==> src/rtl/branch_flush_ctrl.sv <==
// Pipeline front-end controller: applies branch/jump redirects with an optional multi-cycle IF/ID flush,
// load-use stalls and memory-busy freezes, and counts flush and stall events.
module branch_flush_ctrl #(
    parameter int FLUSH_CYCLES = 1,
    parameter int CNT_WIDTH    = 16
) (
    input  logic                 clk,
    input  logic                 rst,
    input  logic                 flush_req,
    input  logic [15:0]          target_pc,
    input  logic                 idex_mem_read,
    input  logic [3:0]           idex_rd,
    input  logic [3:0]           ifid_rs1,
    input  logic [3:0]           ifid_rs2,
    input  logic                 mem_busy,
    output logic                 pc_write,
    output logic                 ifid_write,
    output logic                 ifid_flush,
    output logic                 idex_bubble,
    output logic                 pc_sel,
    output logic [15:0]          redirect_pc,
    output logic [CNT_WIDTH-1:0] flush_count,
    output logic [CNT_WIDTH-1:0] stall_count,
    output logic [1:0]           state
);

    typedef enum logic [1:0] {
        S_RUN   = 2'b00,
        S_FLUSH = 2'b01,
        S_HOLD  = 2'b10,
        S_ILL   = 2'b11
    } state_t;

    localparam logic [2:0] LP_CNT_INIT = 3'(FLUSH_CYCLES - 1);
    localparam state_t     LP_AFTER_REDIRECT = (FLUSH_CYCLES > 1) ? S_FLUSH : S_RUN;

    state_t                r_state;
    logic [2:0]            r_cnt;
    logic [15:0]           r_pending_pc;
    logic [CNT_WIDTH-1:0]  r_flush_count;
    logic [CNT_WIDTH-1:0]  r_stall_count;

    state_t                w_state_nxt;
    logic [2:0]            w_cnt_nxt;
    logic [15:0]           w_pending_nxt;
    logic                  w_flush_inc;
    logic                  w_stall_inc;
    logic                  w_lu;

    assign w_lu = idex_mem_read & (idex_rd != 4'd0) &
                  ((idex_rd == ifid_rs1) | (idex_rd == ifid_rs2));

    always_comb begin
        pc_write      = 1'b1;
        ifid_write    = 1'b1;
        ifid_flush    = 1'b0;
        idex_bubble   = 1'b0;
        pc_sel        = 1'b0;
        redirect_pc   = 16'h0000;
        w_state_nxt   = r_state;
        w_cnt_nxt     = r_cnt;
        w_pending_nxt = r_pending_pc;
        w_flush_inc   = 1'b0;
        w_stall_inc   = 1'b0;

        case (r_state)
            S_RUN: begin
                if (mem_busy) begin
                    pc_write   = 1'b0;
                    ifid_write = 1'b0;
                    if (flush_req) begin
                        w_pending_nxt = target_pc;
                        w_state_nxt   = S_HOLD;
                    end
                end else if (flush_req) begin
                    // A coinciding load-use hazard is dropped: the stalled instruction is squashed.
                    pc_sel      = 1'b1;
                    redirect_pc = target_pc;
                    ifid_flush  = 1'b1;
                    w_flush_inc = 1'b1;
                    w_cnt_nxt   = LP_CNT_INIT;
                    w_state_nxt = LP_AFTER_REDIRECT;
                end else if (w_lu) begin
                    pc_write    = 1'b0;
                    ifid_write  = 1'b0;
                    idex_bubble = 1'b1;
                    w_stall_inc = 1'b1;
                end
            end
            S_HOLD: begin
                if (mem_busy) begin
                    pc_write   = 1'b0;
                    ifid_write = 1'b0;
                end else begin
                    pc_sel      = 1'b1;
                    redirect_pc = r_pending_pc;
                    ifid_flush  = 1'b1;
                    w_flush_inc = 1'b1;
                    w_cnt_nxt   = LP_CNT_INIT;
                    w_state_nxt = LP_AFTER_REDIRECT;
                end
            end
            S_FLUSH: begin
                // Requests and hazards seen here come from wrong-path instructions.
                if (mem_busy) begin
                    pc_write   = 1'b0;
                    ifid_write = 1'b0;
                end else begin
                    ifid_flush = 1'b1;
                    w_cnt_nxt  = r_cnt - 3'd1;
                    if (r_cnt == 3'd1) begin
                        w_state_nxt = S_RUN;
                    end
                end
            end
            default: begin
                w_state_nxt = S_RUN;
            end
        endcase

        if (rst) begin
            pc_write    = 1'b0;
            ifid_write  = 1'b0;
            ifid_flush  = 1'b1;
            idex_bubble = 1'b1;
            pc_sel      = 1'b0;
            redirect_pc = 16'h0000;
        end
    end

    always_ff @(posedge clk) begin
        if (rst) begin
            r_state       <= S_RUN;
            r_cnt         <= 3'd0;
            r_pending_pc  <= 16'h0000;
            r_flush_count <= '0;
            r_stall_count <= '0;
        end else begin
            r_state      <= w_state_nxt;
            r_cnt        <= w_cnt_nxt;
            r_pending_pc <= w_pending_nxt;
            if (w_flush_inc && (r_flush_count != '1)) begin
                r_flush_count <= r_flush_count + CNT_WIDTH'(1);
            end
            if (w_stall_inc && (r_stall_count != '1)) begin
                r_stall_count <= r_stall_count + CNT_WIDTH'(1);
            end
        end
    end

    assign flush_count = r_flush_count;
    assign stall_count = r_stall_count;
    assign state       = r_state;

endmodule

==> config.mk <==
export PLATFORM = sky130hd
export DESIGN_NAME = branch_flush_ctrl
export DESIGN_NICKNAME = d
export VERILOG_FILES = /design/src/rtl/branch_flush_ctrl.sv
export SDC_FILE = /design/constraint.sdc
export NUM_CORES = 1
export LEC_CHECK = 0
export ABC_AREA = 1
export BUFFER_PORTS_ARGS = -buffer_cell sky130_fd_sc_hd__buf_2
export CAP_MARGIN = 5
export CORE_AREA = 2 2 82 84
export DETAILED_ROUTE_END_ITERATION = 8
export DIE_AREA = 0 0 84 86
export PLACE_DENSITY_LB_ADDON = 0.08
export SYNTH_ARGS = -nofsm -noshare
export SYNTH_HDL_FRONTEND = slang
export SYNTH_SLANG_ARGS = --single-unit
==> constraint.sdc <==
create_clock -name clk -period 1.5 [get_ports clk]
set_input_delay 0.075 -clock clk [delete_from_list [all_inputs] [get_ports clk]]
set_output_delay 0.075 -clock clk [all_outputs]
set_load 0.05 [all_outputs]
# Word-level counts from Yosys, hierarchy flattened
# Index checks and enable logic that the tools add are counted.
# totals
register_bits,53
elab_cells,66
# op_classes
reduce_logical,9
addsub,3
n_bitwise,3
n_eq_ne,12
n_mux,34
# op_table
cell,count
$mux W16,4
$add A16 B1 Y16 const B,2
$ne A16 B16 Y1 const B,2
$pmux W16 S2,1
$mux W1,14
$mux W2,6
$mux W3,4
$ne A2 B2 Y1 const B,5
$pmux W3 S3,1
$eq A4 B4 Y1,2
$pmux W1 S2,3
$pmux W2 S3,1
$reduce_and A5 Y1,1
$reduce_and A4 Y1,1
$reduce_bool A4 Y1,1
$eq A3 B1 Y1 const B,1
$reduce_and A3 Y1,1
$reduce_bool A3 Y1,1
$sub A3 B1 Y3 const B,1
$and A1 B1 Y1,2
$eq A2 B1 Y1 const B,1
$eq A2 B2 Y1 const B,1
$logic_and A1 B1 Y1,2
$logic_not A2 Y1,1
other kinds (2),2

# Longest topological paths before layout
# Gate-level depths: netlist (run 1).
# depth
ltp_word,8
ltp_mapped,12
mapped_depth_nobuf,11

# Least setup slack after synthesis (run 1)
# OpenSTA, ideal clock, no wires.
# synth_timing
path_kind,register -> output
from,reg r_state[1] (netlist: state[1])
to,out redirect_pc[10]
setup_slack_ns,-0.622
t_arrival_ns,2.047
path_buffers,1
required_ns,1.425
stages_incl_launch_ff,6
cell_sequence,dfxtp_1 inv_1 nor2_1 buf_2 a22oi_1 nor2_1
# synth_via
elab_chain_cells,3
# synth_rtl
item,line,source
start: declaration,37,state_t r_state;
start signal: assignment,139,r_state <= w_state_nxt;
$eq A2 B2 Y1 or $logic_not A2 Y1 (tied branches),66,case (r_state)
$pmux W16 S2 *,66,
$mux W16 *,121,if (rst) begin
end: declaration,21,"output logic [15:0] redirect_pc,"
# Every way passes the cells marked *; elsewhere a longest branch is shown, timed or not.

# Final worst setup path (run 1)
# layout_timing
from,reg r_flush_count[1] (netlist: flush_count[1])
to,reg r_flush_count[2] (netlist: flush_count[2])
# layout_via
elab_chain_cells,2
# layout_rtl
item,line,source
start: declaration,40,logic [CNT_WIDTH-1:0] r_flush_count;
start signal: assignment,143,r_flush_count <= r_flush_count + CNT_WIDTH'(1);
branches (longest 2 deep; another with $add A16 B1 Y16),--,
# Several ways; the timed one is not identified.
# A chain may end at the register's enable or synchronous reset.

==> flow_results.org, run 1 <==
** Worst hold path
- Hold wc startpoint :: target_pc[13]
- The worst hold path passes through 3 cells.
- The worst hold path belongs to the class input port to flop.
- The worst hold path terminates at r_pending_pc[13]$_SDFFE_PP0P_.

** Floorplan
- For this design the top-level I/O count stands at 88.
- From left edge to right edge, the die measures 84 um.
- Initial Utilization :: 45.62%
- The core region is 6277 um^2.
- Die outline area :: 7224 um^2
- Die boundary height :: 86 um
- The floorplan has 29 rows.

** Logic synthesis
- The cell area that synthesis handed to floorplanning was 2864 um^2.
- Top-area cell type share of the netlist area :: 34.25%
- Counting instances in the post-synthesis netlist gives the leading cell types as nor2_1 (119), nand2_1 (117), dfxtp_1 (49).
- nor2_1 is the most common cell in the netlist.
- Syn nets :: 490
- Counting every instance in the synthesized netlist gives 455.
- Proportion of synthesized chip area in sequential cells :: 34.25%
- Yosys attributes the largest share of cell area to dfxtp_1 (34%), nor2_1 (16%), nand2_1 (15%).
- For this run, the number of Yosys warnings is 0.
- Library cell occupying the most area in the post-synthesis netlist :: dfxtp_1
- Top FF cell, synth :: dfxtp_1
- Counting flops with a built-in enable in the synthesized netlist gives 0.
- Counting flops and latches in the post-synthesis netlist gives 49.
- After synthesis, the netlist uses 33 different library cells.
- Post-Synthesis Mean Instance Area :: 6.294 um^2
- Asr flop ratio synth :: 0%

** Final layout
- # fillers :: 548
- Final layout net count :: 607
- Area of all sequential standard cells :: 1040 um^2
- Relative area change from synthesis to final layout :: 51.46%
- Area of the multi-input gates :: 1959 um^2
- Inserted Diodes :: 0
- The post-route netlist has 43.11% of its cells at a drive strength greater than 1.

** Global routing
- Summed over all layers, the global routing overflow is 0.
- Entering global routing, the biggest net connects 32 pins.
- Total global-route track usage :: 20.47%
- The first global-routing pass estimated 12,420 um of wire.
- The initial antenna violation count came to 0.
- The via count of the first global-routing pass was 2,863.

** Worst setup path
- End of the worst register-to-register path :: flush_count[2]$_SDFFE_PP0P_
- Path depth of the worst reg2reg path :: 9
- The worst setup path is launched from a flop.
- STA classifies the critical path endpoint as a flop.
- Critical path type :: flop to flop
- Setup slack of the worst register-to-register path :: -50 ps
- Arrival @ worst endpoint :: 1790 ps
- For the worst setup path, the data required time is 1740 ps.
- Critical path fanouts, max :: 7
- Origin of the worst setup path :: flush_count[1]$_SDFFE_PP0P_
- In this run the critical register-to-register path is launched from flush_count[1]$_SDFFE_PP0P_.

** Power and ir drop
- Power consumption :: 2.886 mW
- Leakage Power :: 1.901 nW
- For this design the ratio of total power to cell area is 665.3 nW/um^2.
- IR analysis of the VDD net gives a maximum drop of 0.4258 mV.

** Routing
- Wires add up to 8196 um.
- For this run, design rule violations remaining after detail routing come to 0.
- Using the TritonRoute via totals, the vias-per-cell ratio works out to 5.028.
- In this run, the number of DRC markers left after iteration 0 of detailed routing was 119.
- Length of the first detailed-routing pass in iterations :: 4
- WL/cell :: 12.61 um
- Post-DRT Antenna Nets :: 0
- Routed vias :: 3,268

** Timing
- Of the available clock period, the critical path in the final layout requires 103.4%.
- The number of hold violations in the final report is 0.
- Post-route minimum period :: 1551 ps
- Unrepaired setup endpoints after global routing :: true
- Setup violations remaining at the end of the flow were counted as 27.
- Final setup margin :: -51.39 ps
- Top achievable clock speed :: 644.6 MHz
- Number of max-slew violations in the final report :: 0
- Skew final :: 5.537 ps
- Worst Tran Pin Value :: 538.8 ps
- Slew headroom :: 64.04%

** CTS
- Cell at the root of the clock tree :: clkbuf_8
- Clock tree synthesis inserted a total of 5 buffers.
- Clock tree synthesis found a total of 49 sinks.
- Buffer levels on the longest clock path :: 2
- Worst-Skew Late Latency :: 310 ps
- After clock tree synthesis, the clock-pin slew on the worst setup and hold paths is 100 ps.
- TritonCTS built the clock tree.
- The H-tree was split into 2 levels.

** Placement
- OpenSTA, run right after detailed placement, puts the worst setup slack at 1.727 ps.
- Port bufs :: 86
- Routability-driven placement finished with a final weighted congestion of 0.8405.
- Sum of net half-perimeters after detailed placement :: 5252 um

** Run
- Max-cap violations :: 0

** Outcome
- The run finished, with violations left.
- The final reports fail on setup timing.
-- metrics by stage --
| stage | hold slack (ps) | util [%] | cells | cell area [um^2] | setup TNS [ps] |
|---|---|---|---|---|---|
| after CTS | 0.3874 | 62.31 | 631 | 3911 | -551.7 |
| after floorplan | 209.9 | - | 455 | 3059 | -3.191 |
| after detailed placement | 319.5 | 57.64 | 616 | 3618 | 0 |
| final | 14.10 | 69.11 | 650 | 4338 | -619.0 |
| after global placement | 311.9 | 57.64 | 616 | 3618 | 0 |
| after global routing | 35.16 | 69.11 | 650 | 4338 | -3119 |
-- worst max-delay path, stage by stage, from the launching register on --
cell,delay (ps)
dfxtp_4,380
ha_4,160
nand3_4,90
nor3_4,240
nand3_4,130
nand2_8,160
clkinv_8,80
nand3_1,80
nand2_1,60
a21oi_1,100
-- timing repair --
| action | CTS | global route |
|---|---|---|
| resized for setup | 39 | 62 |
| endpoints found under the setup margin | 25 | 51 |
| pin swaps | 2 | 32 |
| setup buffers | 3 | 14 |
| hold endpoints to repair | 3 | 0 |
| hold buffers | 3 | 0 |
| cloned | 1 | 5 |
-- placed cells by master (no fill, tap or decap), types with 3 or more instances in the layout --
cell type      count
inv_2              4
xor2_1             3
buf_8              3
dfxtp_1           16
nor3_1             4
dlygate4sd3_1      3
nand2_2            8
dfxtp_2           26
nor2_4            18
nand2_1          112
o21ai_0           18
nand4_1            4
clkbuf_8           6
a21oi_1           13
inv_1             33
nor2_2            18
nand3_4            4
clkbuf_16          3
dfxtp_4            7
nand3_1           13
buf_4             23
buf_12             3
buf_6             22
nand3b_1           4
buf_2             68
nor2_1            94
a22oi_2           15
nand3_2            4
-- report_power, final --
part	internal, mW	leakage, nW	total, mW	switching [mW]
clock	0.478	0.0599	0.948	0.470
combinational	0.215	1.42	0.578	0.364
sequential	1.33	0.417	1.36	0.0309
-- registers in the layout (all words and copies together), names as in the netlist --
name and flops:
flush_count 16, r_pending_pc 16, stall_count 16, state 1
-- metal layers --
metal,routed length [um],up-vias,part of all wire [%],global-route usage (%)
met2,4137,85,50,35.49
li1,-,1670,-,-
met3,356,10,4.3,4.042
met5,0,-,0,0
met4,87,0,1.1,6.158
met1,3615,1503,44,25.84
-- logic make-up after synthesis --
| kind of cell | after synthesis | share of synthesized area [%] |
|---|---|---|
| DFF | 49 | 34.25 |
| xor gates and xnor gates | 4 | 1.223 |
| and+or+nand+nor | 290 | 44.21 |
| AOI/OAI and AO/OA | 52 | 10.53 |
| adders and majority gates | 2 | 0.8736 |
| other | 1 | 0.1309 |
| buffers and inverters | 57 | 8.781 |
-- area by class of cell --
cell class,count,share of cell area (%)
clock buffers,7,2.481
clock inverters,1,0.1442
inverters,40,3.807
multi-input cells,350,45.17
flip-flops and latches,49,23.97
well taps,77,2.221
repair buffers,124,21.81
repair inverters,2,0.4038
-- worst max path at each step --
stage | to | cells after the start
3_5_place_dp | flush_count[9]$_SDFFE_PP0P_ | 9
6_report | flush_count[2]$_SDFFE_PP0P_ | 9
2_1_floorplan | flush_count[14]$_SDFFE_PP0P_ | 9
3_3_place_gp | flush_count[8]$_SDFFE_PP0P_ | 9
5_1_grt | flush_count[2]$_SDFFE_PP0P_ | 9
4_1_cts | redirect_pc[5] | 7
(Power assumes the default switching activity.)
==> inputs of run 2 (changes only) <==
- CORE_AREA: 2 2 82 84 -> 2 2 75 77
- DIE_AREA: 0 0 84 86 -> 0 0 77 79
- clock period: 1.5 -> 1.9 ns (I/O delays scaled with it)
==> flow_results.org, run 2 (synthesized netlist as in run 1, its figures left out) <==
** Outcome
- The run finished with clean final reports.

** Final layout
- Final layout net count :: 577
- The repair_antennas step left the layout with diodes totalling 0.
- The finished layout holds 615 standard cells, fillers aside.
- Most common library cell in the layout ignoring fill and taps :: nand2_1
- Relative to the synthesized area, the layout overhead comes to 23.11%.
- In the layout the commonest cells are nand2_1 (117), nor2_1 (108), buf_2 (81).
- Cells with a size suffix above 1 make up 26.52% of the layout.

** Floorplan
- Cell Rows :: 27
- From bottom edge to top edge, the die measures 79 um.
- The die is 77 um wide.
- IO Count :: 88
- The floorplan step defined a die boundary enclosing 6083 um^2.
- Floorplan Core Area :: 5338 um^2
- Once the floorplan was initialized, standard cells occupied 53.66% of the core.

** Routing
- WL/cell :: 11.14 um
- Using the TritonRoute via totals, the vias-per-cell ratio works out to 4.935.
- Final routed DRC violation total :: 0
- Drt initial violations :: 178
- Length of the first detailed-routing pass in iterations :: 4
- Summed over all layers, the routed wires come to 6851 um.
- In this run the remaining antenna-violating nets after routing total 0.
- The final route contains 3,035 vias.

** Power and ir drop
- Power share of the clock group :: 35.9%
- Internal power component :: 1.585 mW
- Register share of total power :: 48.9%
- Fraction of power consumed by combinational cells :: 15.2%
- Switching fraction of total power :: 27.74%
- For this design the static power due to leakage is 1.658 nW.
- Maximum VDD drop :: 0.3554 mV
- In this run the power density over the cells is 622.0 nW/um^2.
- The design draws 2.193 mW.
- Switching power :: 608.4 uW

** Timing
- Post-route minimum period :: 1764 ps
- Period utilization :: 92.83%
- After routing, the total negative slack on setup checks comes to 0 ps.
- Clock skew on the completed layout was measured at 4.517 ps.
- Measured against its own limit, the worst slew margin works out to 66.04%.
- Number of setup violations in the final report :: 0
- Unrepaired setup endpoints after global routing :: false
- Hold Fails Final Rpt :: 0
- The max-slew violation count came to 0.
- For the pin with the worst max-slew slack, the measured transition is 508.9 ps.
- Top achievable clock speed :: 567.0 MHz

** Global routing
- After global routing the overflow that remains totals 0.
- Entering global routing, the biggest net connects 26 pins.
- The initial antenna violation count came to 0.
- For this run, the total global-route usage over all layers was measured as 24.09%.
- Number of global-route vias before repair :: 2,870
- First-pass GRT wire length :: 12,080 um

** CTS
- CTS placed an instance of clkbuf_8 at the clock tree root.
- Clock transition at the registers of the reported paths :: 90 ps
- Clock tree synthesis inserted a total of 5 buffers.
- Buffer levels on the longest clock path :: 2
- At the later pin of the worst-skew pair, clock insertion delay measures 300 ps.
- H-tree levels :: 2
- TritonCTS built the clock tree.
- Count of clock tree sinks :: 49
- Hold repair after CTS inserted 0 buffers.

** Placement
- Detailed placement ended at an HPWL of 5056 um.
- Port bufs :: 86
- The number of placed instances, taps included, is 607.
- Last weighted congestion value of the routability-driven placer :: 0.8334

** Worst setup path
- The worst setup path is captured at an output port.
- Critical path fanouts, max :: 16
- Source of the worst register-to-register timing path :: flush_count[1]$_SDFFE_PP0P_
- Arrival @ worst endpoint :: 1670 ps
- CP startpoint kind :: flop
- Critical path type :: flop to output port
- Origin of the worst setup path :: state[1]$_SDFFE_PP0P_
- Required time of the worst setup path :: 1800 ps

** Worst hold path
- Worst Hold Class :: input port to flop
- Hold wc startpoint :: target_pc[12]

** Run
- Max-cap violations :: 0
## run 2: worst paths after layout
kind,end,slack (ps),depth (start not counted)
min,r_pending_pc[12]$_SDFFE_PP0P_,30,3
max reg2reg,flush_count[8]$_SDFFE_PP0P_,200,9
min reg2reg,flush_count[8]$_SDFFE_PP0P_,520,2
max,redirect_pc[13],140,7
## run 2: area by class of cell
type	instances	area, um^2
clock inverter	1	30.03
tap	72	90.09
fill	542	1812
multi-input combinational	349	1659
sequential	49	984.7
timing repair buffer	97	525.5
clock buffer	7	86.33
inverter	40	150.1
## run 2: layer usage
layer / vias up / wire, um / GRT usage (%)
met5: - / 0 / 0
li1: 1607 / - / -
met1: 1361 / 3179 / 28.71
met2: 63 / 3297 / 44.04
met4: 0 / 57 / 7.679
met3: 4 / 317 / 4.318
## run 2: power groups by stage
stage	clock network [mW]	registers (mW)	logic (mW)
global placement	0	1.10	0.327
detailed placement	0	1.10	0.333
CTS	0.804	1.07	0.333
finish	0.787	1.07	0.333
global route	0.843	1.08	0.369
floorplan	0	1.12	0.218
## run 2: timing repair
item	4_1_cts	5_1_grt
buffers inserted	0	0
endpoints found under the setup margin	0	5
endpoints found under the hold margin	0	0
resized for setup	0	5
## run 2: critical path: stages (launching register included)
cell and delay [ps]:
dfxtp_2 350, nor2_1 200, nand2_1 70, inv_1 50, buf_4 210, a22oi_1 100
nor2_2 100, buf_2 270
## run 2: per-stage QoR
step / utilization [%] / worst slack (ps) / hold slack (ps) / cell area (um^2)
2_1_floorplan: - / 39.88 / 229.9 / 2895
3_3_place_gp: 63.64 / 296.3 / 332.9 / 3397
3_5_place_dp: 63.64 / 201.8 / 340.9 / 3397
4_1_cts: 65.82 / 103.3 / 20.37 / 3513
5_1_grt: 66.06 / 1.555 / 26.38 / 3526
6_report: 66.06 / 136.2 / 26.02 / 3526
==> inputs of run 3 (changes only) <==
- ABC_AREA: 1 -> not set
- CORE_AREA: 2 2 75 77 -> 2 2 73 75
- DIE_AREA: 0 0 77 79 -> 0 0 75 77
- HOLD_SLACK_MARGIN: not set -> 0.02
==> flow_results.org, run 3 <==
** Logic synthesis
- By area, the combinational part of the netlist is dominated by simple AND/OR/NAND/NOR gates.
- Number of distinct library cells after synthesis :: 44
- The cell area that synthesis handed to floorplanning was 2620 um^2.
- Multiplexer area fraction after synthesis :: 2.149%
- For this run, the register share of the synthesized area comes to 37.44%.
- Summing the areas of all compound-gate instances in the mapped netlist gives 16.28% of the synthesized area.
- EDFF count, synth :: 0
- Yosys printed 0 warnings.
- The synthesized netlist devotes 0.9551% of its cell area to adder and majority cells.
- The biggest area contributor in the post-synthesis netlist is dfxtp_1.
- In the synthesized netlist the async set-or-reset flop fraction comes to 0%.
- Syn nets :: 366
- After Yosys synthesis, XOR and XNOR cells account for 7.020% of the synthesized area.
- A synthesized cell averages 7.915 um^2.
- Flop and latch count out of synthesis :: 49
- The most common cell in the synthesized netlist is dfxtp_1.
- Top FF cell, synth :: dfxtp_1
- After synthesis, the largest area contributor takes up 37.44% of total cell area.
- Cell types occupying the most area after synthesis :: dfxtp_1 (37%), nand2_1 (6.3%), nor2_1 (5.9%)
- Simple-Gate Fraction of Synth Area :: 31.04%
- The cell count after synthesis came out at 331.
- Top cell types by occurrence after synthesis :: dfxtp_1 (49), nand2_1 (44), nor2_1 (41)

** Power and ir drop
- For this design the static power due to leakage is 1.366 nW.
- Maximum VDD drop :: 0.4805 mV
- Dividing total power by cell area gives a power density of 572.0 nW/um^2.

** Global routing
- First-pass GRT wire length :: 10,180 um
- Entering global routing, the biggest net connects 36 pins.
- Remaining global-route overflow :: 0
- Total global-route track usage :: 21.96%
- The initial antenna violation count came to 0.
- The via count of the first global-routing pass is 2,324.

** Routing
- Routed wire length on met3 :: 447 um
- Final routed DRC violation total :: 0
- The detailed router put a total of 2926 um of wire on met1.
- The first TritonRoute pass finished after 4 iterations.
- Drt initial violations :: 122
- The detail route stage leaves a number of antenna-violating nets equal to 0.
- The highest metal layer carrying signal wires in the routed design is met4.
- Wires add up to 6363 um.
- Via density per instance :: 5.410
- Metal2 WL :: 2892 um
- Dividing the detail-routed wire length by the instance count gives 12.91 um.
- The detailed router placed 2,667 vias in this run.

** Worst setup path
- Max stage delay on crit path :: 550 ps
- Source of the worst register-to-register timing path :: stall_count[0]$_SDFFE_PP0P_
- The critical path starts at stall_count[0]$_SDFFE_PP0P_.
- Largest delay contributor family on the critical path :: simple AND/OR/NAND/NOR gates
- The critical path goes through ha_4, nand2_2, or4_4, nor2_4, buf_12, nor4b_2, mux2_1.
- STA puts the critical path data arrival time at 2070 ps.
- Crit. End Element :: flop
- Critical path type :: flop to flop
- Critical path fanouts, max :: 8
- Required time of the worst setup path :: 2090 ps
- CP Buf/Inv Count :: 1
- CP startpoint kind :: flop
- Worst path slowest cell :: or4_4

** Timing
- Worst Tran Pin Value :: 728.2 ps
- Summed over all failing endpoints, the final setup total negative slack is 0 ps.
- Slew headroom :: 51.45%
- Setup repair after global routing could not meet its margin everywhere.
- Timing would allow up to 531.9 MHz.
- The number of hold violations in the final report is 0.
- Number of setup violations in the final report :: 0
- Skew final :: 4.148 ps
- After layout, the minimum clock period comes to 1880 ps.
- Number of max-slew violations in the final report :: 0
- In the finished design, the share of the clock period the worst path needs comes to 98.95%.

** Worst hold path
- Worst Hold Class :: input port to flop
- Hold wc startpoint :: target_pc[9]

** Placement
- Sum of net half-perimeters after detailed placement :: 4465 um
- Port bufs :: 86
- At the end of routability-driven placement, the weighted congestion stood at 0.8526.

** Floorplan
- The die is 77 um tall.
- The floorplan step set the die width to 75 um.
- In this run the count of I/O pins placed on the die edge is 88.
- The die covers 5775 um^2.
- Cell Rows :: 26
- After floorplanning, the core was sized to cover 4977 um^2.
- For this configuration, the core starts out at a cell density of 52.64%.

** Final layout
- Once layout is complete, the utilization of the core stands at 71.57%.
- Area of all sequential standard cells :: 1030 um^2
- Inserted Diodes :: 0
- The filler cells instantiated in the layout total 414.
- Leaving out fill and tap cells, the most frequent cell in the layout is buf_2.
- In the final layout, the share of cells above drive strength 1 is 40.43%.
- Final layout net count :: 457
- Relative area change from synthesis to final layout :: 35.96%
- In the layout the commonest cells are buf_2 (86), nand2_1 (43), dfxtp_1 (30).
- In the final layout, the multi-input gates occupy 1694 um^2.

** CTS
- H-tree levels :: 2
- At the later pin of the worst-skew pair, clock insertion delay measures 300 ps.
- Buffer levels on the longest clock path :: 2
- Cell at the root of the clock tree :: clkbuf_8
- Clock transition at the registers of the reported paths :: 90 ps
- CTS Hold Bufs :: 0
- CTS tree :: done
- Count of clock tree sinks :: 49
- Number of CTS-inserted buffers :: 5

** Run
- Across the run, the number of max-cap violations was 0.

** Outcome
- The flow ran to the end, and the final reports show no timing, DRC or antenna violations.
[run 3: cell type report]
cell class | instances | share of cell area (%)
Clock buffer | 7 | 2.705
Clock inverter | 1 | 0.1405
Inverter | 7 | 0.7376
Multi-Input combinational cell | 254 | 47.56
Sequential cell | 49 | 28.91
Tap cell | 70 | 2.459
Timing Repair Buffer | 105 | 17.49
[run 3: timing repair]
item                       CTS  global route
pin swaps                    1             3
gates resized for setup      0             5
setup buffers                2             2
setup endpoints to repair    9             8
[run 3: path summary, 6_finish.rpt]
check | endpoint | slack [ps] | cells past startpoint
min | r_pending_pc[9]$_SDFFE_PP0P_ | 30 | 3
max reg2reg | stall_count[11]$_SDFFE_PP0P_ | 20 | 7
max | stall_count[11]$_SDFFE_PP0P_ | 20 | 7
min reg2reg | r_pending_pc[1]$_SDFFE_PP0P_ | 460 | 2
[run 3: where the power goes]
part / switching (mW) / internal [mW]
combinational: 0.214 / 0.105
sequential: 0.0144 / 1.03
clock: 0.341 / 0.329
[run 3: through the flow]
step | cells | hold WS (ps) | power, mW | area (um^2) | setup WS, ps
floorplan | 331 | 231.0 | 1.291 | 2826 | -28.06
CTS | 491 | 26.19 | 2.055 | 3521 | 33.90
detailed placement | 481 | 355.4 | 1.391 | 3392 | -25.60
global route | 493 | 26.21 | 2.128 | 3562 | -32.01
global placement | 481 | 348.5 | 1.387 | 3392 | 29.13
finish | 493 | 32.11 | 2.037 | 3562 | 20.03
[run 3: kinds of logic (layout without fill, tap and decap cells)]
kind of cell               count (synthesis)  in the layout
AOI/OAI and AO/OA                         67             67
xor gates and xnor gates                  21             21
DFF                                       49             49
buffers and inverters                     28            120
muxes                                      5              5
other                                      1              1
and+or+nand+nor                          158            158
adders and majority gates                  2              2
[run 3: worst register-to-register path, cell delays in order (launching register included)]
cell and delay [ps]:
dfxtp_4 380, ha_4 140, nand2_2 60, or4_4 550
nor2_4 140, buf_12 140, nor4b_2 50, mux2_1 310
[run 3: layer usage]
layer / vias to the layer above / GRT usage (%)
li1: 1353 / -
met1: 1218 / 28.43
met2: 86 / 35.53
met3: 10 / 5.519
met4: 0 / 6.429
met5: - / 0
